<file path="src/rtl/pipeline_hazard_ctrl.sv">
// Hazard/stall sequencer: owns every pipeline enable and flush.
// Optional perf counters enabled by `define HAZARD_PERF_CNT_EN.
module pipeline_hazard_ctrl #(
  parameter int INIT_CYCLES = 4,
  parameter int MEM_TIMEOUT = 64,
  parameter int CNT_W       = 32
) (
  input  logic       clk,
  input  logic       reset,
  input  logic [4:0] id_rs1,
  input  logic [4:0] id_rs2,
  input  logic       id_uses_rs2,
  input  logic [4:0] ex_rd,
  input  logic       ex_memread,
  input  logic       branch_taken,
  input  logic       mem_req,
  input  logic       mem_ready,
  output logic       pc_write,
  output logic       if_id_write,
  output logic       if_id_flush,
  output logic       id_flush_lwstall,
  output logic       pipe_freeze,
  output logic       wb_bubble,
  output logic       init_busy,
  output logic       mem_timeout
`ifdef HAZARD_PERF_CNT_EN
  ,
  output logic [CNT_W-1:0] lu_stall_cnt,
  output logic [CNT_W-1:0] mem_wait_cnt,
  output logic [CNT_W-1:0] flush_cnt
`endif
);

  localparam int IW = $clog2(INIT_CYCLES + 1);
  localparam int WW = $clog2(MEM_TIMEOUT + 1);

  typedef enum logic [1:0] {
    S_INIT,
    S_RUN,
    S_WAIT,
    S_ERR
  } state_t;

  state_t        state_q, state_d;
  logic [IW-1:0] init_cnt_q, init_cnt_d;
  logic [WW-1:0] wait_cnt_q, wait_cnt_d;

  logic lu_hazard;
  logic mem_stall;
  logic run_dec;

  always_comb begin
    lu_hazard = ex_memread && (ex_rd != 5'd0) &&
                ((ex_rd == id_rs1) ||
                 (id_uses_rs2 && (ex_rd == id_rs2)));
    mem_stall = mem_req && !mem_ready;
  end

  always_comb begin
    state_d          = state_q;
    init_cnt_d       = init_cnt_q;
    wait_cnt_d       = wait_cnt_q;
    run_dec          = 1'b0;
    pc_write         = 1'b0;
    if_id_write      = 1'b0;
    if_id_flush      = 1'b0;
    id_flush_lwstall = 1'b0;
    pipe_freeze      = 1'b0;
    wb_bubble        = 1'b0;
    init_busy        = 1'b0;
    mem_timeout      = 1'b0;
    case (state_q)
      S_INIT: begin
        pipe_freeze = 1'b1;
        wb_bubble   = 1'b1;
        init_busy   = 1'b1;
        init_cnt_d  = init_cnt_q + 1'b1;
        if (init_cnt_q == IW'(INIT_CYCLES - 1))
          state_d = S_RUN;
      end
      S_RUN: begin
        if (mem_stall) begin
          pipe_freeze = 1'b1;
          wb_bubble   = 1'b1;
          wait_cnt_d  = WW'(1);
          state_d     = S_WAIT;
        end else begin
          run_dec = 1'b1;
        end
      end
      S_WAIT: begin
        // wait_cnt holds frozen cycles already spent before this one
        if (mem_stall) begin
          pipe_freeze = 1'b1;
          wb_bubble   = 1'b1;
          wait_cnt_d  = wait_cnt_q + 1'b1;
          if (wait_cnt_q == WW'(MEM_TIMEOUT - 1))
            state_d = S_ERR;
        end else begin
          run_dec = 1'b1;
          state_d = S_RUN;
        end
      end
      default: begin
        pipe_freeze = 1'b1;
        wb_bubble   = 1'b1;
        mem_timeout = 1'b1;
      end
    endcase
    if (run_dec) begin
      priority case (1'b1)
        lu_hazard: begin
          id_flush_lwstall = 1'b1;
        end
        branch_taken: begin
          if_id_flush = 1'b1;
          pc_write    = 1'b1;
          if_id_write = 1'b1;
        end
        default: begin
          pc_write    = 1'b1;
          if_id_write = 1'b1;
        end
      endcase
    end
  end

  always_ff @(posedge clk or posedge reset) begin
    if (reset) begin
      state_q    <= S_INIT;
      init_cnt_q <= '0;
      wait_cnt_q <= '0;
    end else begin
      state_q    <= state_d;
      init_cnt_q <= init_cnt_d;
      wait_cnt_q <= wait_cnt_d;
    end
  end

`ifdef HAZARD_PERF_CNT_EN
  logic [CNT_W-1:0] lu_stall_cnt_q, lu_stall_cnt_d;
  logic [CNT_W-1:0] mem_wait_cnt_q, mem_wait_cnt_d;
  logic [CNT_W-1:0] flush_cnt_q, flush_cnt_d;
  logic             mw_inc;

  always_comb begin
    lu_stall_cnt_d = lu_stall_cnt_q;
    mem_wait_cnt_d = mem_wait_cnt_q;
    flush_cnt_d    = flush_cnt_q;
    mw_inc = pipe_freeze &&
             ((state_q == S_RUN) || (state_q == S_WAIT));
    if (id_flush_lwstall && !(&lu_stall_cnt_q))
      lu_stall_cnt_d = lu_stall_cnt_q + 1'b1;
    if (mw_inc && !(&mem_wait_cnt_q))
      mem_wait_cnt_d = mem_wait_cnt_q + 1'b1;
    if (if_id_flush && !(&flush_cnt_q))
      flush_cnt_d = flush_cnt_q + 1'b1;
  end

  always_ff @(posedge clk or posedge reset) begin
    if (reset) begin
      lu_stall_cnt_q <= '0;
      mem_wait_cnt_q <= '0;
      flush_cnt_q    <= '0;
    end else begin
      lu_stall_cnt_q <= lu_stall_cnt_d;
      mem_wait_cnt_q <= mem_wait_cnt_d;
      flush_cnt_q    <= flush_cnt_d;
    end
  end

  assign lu_stall_cnt = lu_stall_cnt_q;
  assign mem_wait_cnt = mem_wait_cnt_q;
  assign flush_cnt    = flush_cnt_q;
`endif

endmodule
</file>
<file path="config.mk">
export PLATFORM = sky130hd
export DESIGN_NAME = pipeline_hazard_ctrl
export DESIGN_NICKNAME = d
export VERILOG_FILES = /design/src/rtl/pipeline_hazard_ctrl.sv
export SDC_FILE = /design/constraint.sdc
export NUM_CORES = 1
export LEC_CHECK = 0
export ABC_CLOCK_PERIOD_IN_PS = 2500
export BUFFER_PORTS_ARGS = -buffer_cell sky130_fd_sc_hd__buf_2
export CAP_MARGIN = 20
export CORE_MARGIN = 2
export CORE_UTILIZATION = 35
export DETAILED_ROUTE_END_ITERATION = 10
export GPL_TIMING_DRIVEN = 0
export SKIP_CTS_REPAIR_TIMING = 1
export SYNTH_ARGS = -nofsm -noshare
export SYNTH_HDL_FRONTEND = slang
export SYNTH_SLANG_ARGS = --single-unit
</file>
<file path="constraint.sdc">
create_clock -name clk -period 2.5 [get_ports clk]
set_input_delay 0 -clock clk [delete_from_list [all_inputs] [get_ports clk]]
set_output_delay 0 -clock clk [all_outputs]
set_load 0.05 [all_outputs]
</file>
; Word level (Yosys, flattened, before mapping)
; Cells that the tools add are included.
[word_totals]
reg_bits = 12
input_bits = 22
elab_cells = 50
output_inout_bits = 8
[op_classes]
n_reduce_logical = 14
add_sub_neg = 2
n_eq_ne = 10
n_mux = 21
[ops]
columns = op, n
row1 = two-way mux 7 bit, 2
row2 = one-hot mux 7 bit (2 select lines), 1
row3 = two-way mux 1 bit, 13
row4 = equality test 5 bit, 2
row5 = two-way mux 2 bit, 4
row6 = adder 7 x 1 -> 7 bit (second input constant), 1
row7 = equality test 7 x 6 -> 1 bit (second input constant), 1
row8 = inequality test 2 bit (second input constant), 3
row9 = one-hot mux 2 bit (3 select lines), 1
row10 = nonzero test 5 bit, 1
row11 = logical AND 1 bit, 4
row12 = AND reduction 4 bit, 1
row13 = adder 3 x 1 -> 3 bit (second input constant), 1
row14 = equality test 3 x 2 -> 1 bit (second input constant), 1
row15 = inequality test 3 bit (second input constant), 1
row16 = AND reduction 3 bit, 1
row17 = nonzero test 3 bit, 1
row18 = OR reduction 3 bit, 1
row19 = equality test 2 x 1 -> 1 bit (second input constant), 1
row20 = equality test 2 bit (second input constant), 1
row21 = zero test 2 bit, 1
row22 = nonzero test 2 bit, 1
row23 = OR reduction 2 bit, 1
row24 = zero test 1 bit, 1
row25 = logical OR 1 bit, 1

; Logic depth before layout (Yosys ltp)
[logic_depth]
ltp_word = 6
depth_mapped = 7
mapped_depth_nobuf = 6

; Least setup slack after synthesis
; OpenSTA, ideal clock, no wires.
[synth_path]
kind = flip-flop to output port
from = register state_q[0]
to = output port pc_write
slack_ns = 0.152
path_stages_with_launch = 6
t_arrival_ns = 2.348
n_path_buf = 1
required_ns = 2.500
cell_sequence = dfrtp_1 inv_1 ha_1 nand2_1 a21oi_1 buf_4
[synth_between]
elab_chain_len = 4
word_cells_on_any_way = 5
classes_between = eq/ne (2) / mux (2) / reduce/logical (1)
[synth_lines]
columns = item, line
row1 = from (decl), 44  ; state_t state_q, state_d;
row2 = from (signal assigned), 134  ; state_q <= state_d;
row3 = equality test 2 bit / equality test 2 x 1 -> 1 bit (equally long branches), 72  ; case (state_q)
row4 = OR reduction 2 bit (no line) (*), n/a
row5 = two-way mux 1 bit (*) (2 in a row), n/a
row6 = to (decl), 18  ; output logic pc_write,
; Every way passes the cells marked *; elsewhere a longest branch is shown, timed or not.

; Worst setup path in the final report
[layout_path]
from = register state_q[0]
to = output port pc_write
[layout_between]
elab_chain_len = 4
word_cells_on_any_way = 5
classes_between = eq/ne (2) / mux (2) / reduce/logical (1)
[layout_lines]
columns = item, line
row1 = equality test 2 bit / equality test 2 x 1 -> 1 bit (equally long branches), 72
row2 = OR reduction 2 bit (no line) (*), n/a
row3 = two-way mux 1 bit (*), n/a
row4 = two-way mux 1 bit (*), 110  ; if (run_dec) begin
; Marked as above.

==> run_results.csv <==
group,metric,value,unit
outcome,status,"completed",
floorplan,start_util,0.373,
sta,grt_setup_unrepaired,"no",
yosys,ys_warn_count,0,
clock_tree,numCtsBuffers,3,
pwr,power_frac_comb,0.596,
final_layout,fin_util,0.476,
drt,initialDrtViolationCount,7,
flow_run,max_cap_violations,0,
sta,maxSlewViolCount,0,
sta,hold_viol_final,0,
pwr,seqPwrFrac,0.266,
drt,vias_per_cell,4.90,
drt,wl,1.65,mm
final_layout,drive_gt1_frac,0.290,
critical_path,cp_slowest_cell,"dfrtp_1",
critical_path,critical_path.max_stage_delay,0.41,ns
final_layout,final_area,1050,um^2
yosys,avgSynthCellArea,9.18,um^2
sta,clock_skew,0.00512,ns
final_layout,syn_to_final_growth,27.4,%
grt,first_global_vias,665,
clock_tree,clkTransAtPathRegs,0.08,ns
placement,placed_cell_area,1010,um^2
critical_path,worstPathArrival,1.73,ns
sta,setup_viol,0,
clock_tree,htreeDepth,1,
yosys,synth_edf_count,0,
pwr,p_leak,0.000534,uW
yosys,synth_top_area_share,0.364,
grt,grtUsageTotal,0.135,
floorplan,dieArea,2760,um^2
floorplan,std_cell_rows,17,
drt,dr_total_vias,745,
final_layout,antennaDiodeCount,0,
floorplan,die_h,52.6,um
pwr,peakVddDrop,0.000724,V
hold_path,min-delay-path-class,"in2reg",
final_layout,final_nets,155,
pwr,switching_share,0.488,
pwr,p_per_area,1050,nW/um^2
clock_tree,ctsRootBufferMaster,"clkbuf_4",
yosys,synth_seq_cells,12,
floorplan,ios,30,
pwr,intPower,567,uW
grt,grt_start_max_net_pins,13,
pwr,power.total,1110,uW
yosys,ys_seq_area_frac,0.364,
drt,drc,0,
sta,period_minus_slack,1.73,ns
grt,grt_pass1_wl,2.71,mm
sta,relSlewSlack,0.697,
drt,drtAntennaViolNets,0,
yosys,synth-main-ff-cell,"dfrtp_1",
pwr,p_clk_frac,0.137,
yosys,synth_area_leaders,"dfrtp_1, ha_1, xnor2_1",
drt,post_drt_wl_per_cell,10.9,um
sta,tns,0,ns
critical_path,critPathMaxFanout,4,
critical_path,crit_chain,"inv_1 -> ha_1 -> nand2_1 -> a21oi_1 -> buf_4 -> buf_2",
critical_path,worst_ep_required_time,2.50,ns
yosys,yosysTopAreaCell,"dfrtp_1",
grt,grt_antenna_before_repair,0,
yosys,async_flop_share,1.00,
clock_tree,clk_latency,0.27,ns
floorplan,dieWidth,52.6,um
floorplan,core-area,2210,um^2
placement,place_congestion,0.721,
clock_tree,cts_tree,"done",
yosys,synth_most_common_cell,"dfrtp_1",
yosys,synth_area,826,um^2
sta,tightest_slew,0.454,ns
yosys,syn_nets,120,
critical_path,start_kind,"flip-flop",
critical_path,cp-end-kind,"output port",
grt,grt.overflow.total,0,
yosys,synth_commonest_cells,"dfrtp_1, nand2_1, xnor2_1, o21ai_0, ha_1",
placement,dp_hpwl,1.34,mm
pwr,switchingPower,540,uW
sta,hold_ws,0.173,ns
sta,fmax,0.579,GHz
clock_tree,cts_buffer_depth,2,
clock_tree,clock-sinks,12,
critical_path,critPathKind,"reg2out",
placement,portBuffers,29,
sta,finalCritPeriodShare,0.691,
critical_path,rrSetupSlack,0.79,ns
drt,first_pass_iters,2,
yosys,netlist_instances,90,
yosys,ys_types,28,
cells in the final DEF (no fill, tap or decap), drive strengths merged, types with 2 or more instances in the layout:
cell type / count
a21oi: 4
and3b: 2
buf: 31
clkbuf: 5
dfrtp: 12
ha: 8
inv: 6
mux2i: 2
nand2: 10
nand3: 4
nor2: 3
o21a: 2
o21ai: 9
o22ai: 2
xnor2: 10
state kept, by name (all words and copies together) (netlist names):
register,cells
wait_cnt_q,7
init_cnt_q,3
state_q,2
stage by stage:
step / std cells / setup slack [ns]
after floorplan: 90 / 0.152
after global placement: 147 / 0.765
after detailed placement: 147 / 0.777
after CTS: 151 / 0.748
after global routing: 152 / 0.622
final: 152 / 0.772
final timing paths:
kind	startpoint	depth (start not counted)	endpoint
max reg2reg	state_q[0]	5	state_q[1]
max in group asynchronous	reset	3	wait_cnt_q[5]
max	state_q[0]	6	pc_write
min in group asynchronous	reset	3	init_cnt_q[0]
min reg2reg	init_cnt_q[0]	1	init_cnt_q[0]
min	mem_ready	3	wait_cnt_q[4]
cell type report:
type / count / area (um^2)
buffer: 3 / 18.8
tap: 28 / 35.0
clock buffer: 4 / 36.3
timing repair buffer: 30 / 155
sequential: 12 / 300
multi-input combinational: 69 / 484
inverter: 6 / 22.5
fill: 214 / 1160
power groups by stage:
| stage | sequential [uW] | clock, uW | combinational (uW) |
|---|---|---|---|
| 2_1_floorplan | 290 | 0 | 539 |
| 3_3_place_gp | 297 | 0 | 661 |
| 3_5_place_dp | 301 | 0 | 665 |
| 4_1_cts | 296 | 162 | 669 |
| 5_1_grt | 305 | 171 | 735 |
| 6_report | 295 | 152 | 660 |
worst max-delay path, delay by kind of cell (launching register included):
family | cells | cell delay [ns]
buffers and inverters | 3 | 0.48
flip-flops | 1 | 0.41
adder cells (fa/ha/maj) | 1 | 0.32
AO/OA/AOI/OAI | 1 | 0.16
AND/OR/NAND/NOR | 1 | 0.10
layer usage:
| layer | global-route usage | share of wire | routed length, um | vias up |
|---|---|---|---|---|
| li1 | - | - | - | 382 |
| met1 | 0.168 | 0.48 | 789 | 340 |
| met2 | 0.215 | 0.45 | 738 | 21 |
| met3 | 0.0171 | 0.068 | 112 | 2 |
| met4 | 0.0897 | 0.0061 | 10 | 0 |
| met5 | 0 | 0 | 0 | - |
cells by family (layout without fill, tap and decap cells):
family                   count (synthesis)  in the layout  share of synthesized area
multiplexers                             3              3                     0.0379
XOR/XNOR                                11             11                      0.117
adder cells (fa/ha/maj)                  8              8                      0.121
flip-flops                              12             12                      0.364
AND/OR/NAND/NOR                         26             26                      0.159
buffers and inverters                    9             43                     0.0500
AO/OA/AOI/OAI                           21             21                      0.152
No activity file was read; power rests on OpenSTA's default activity.
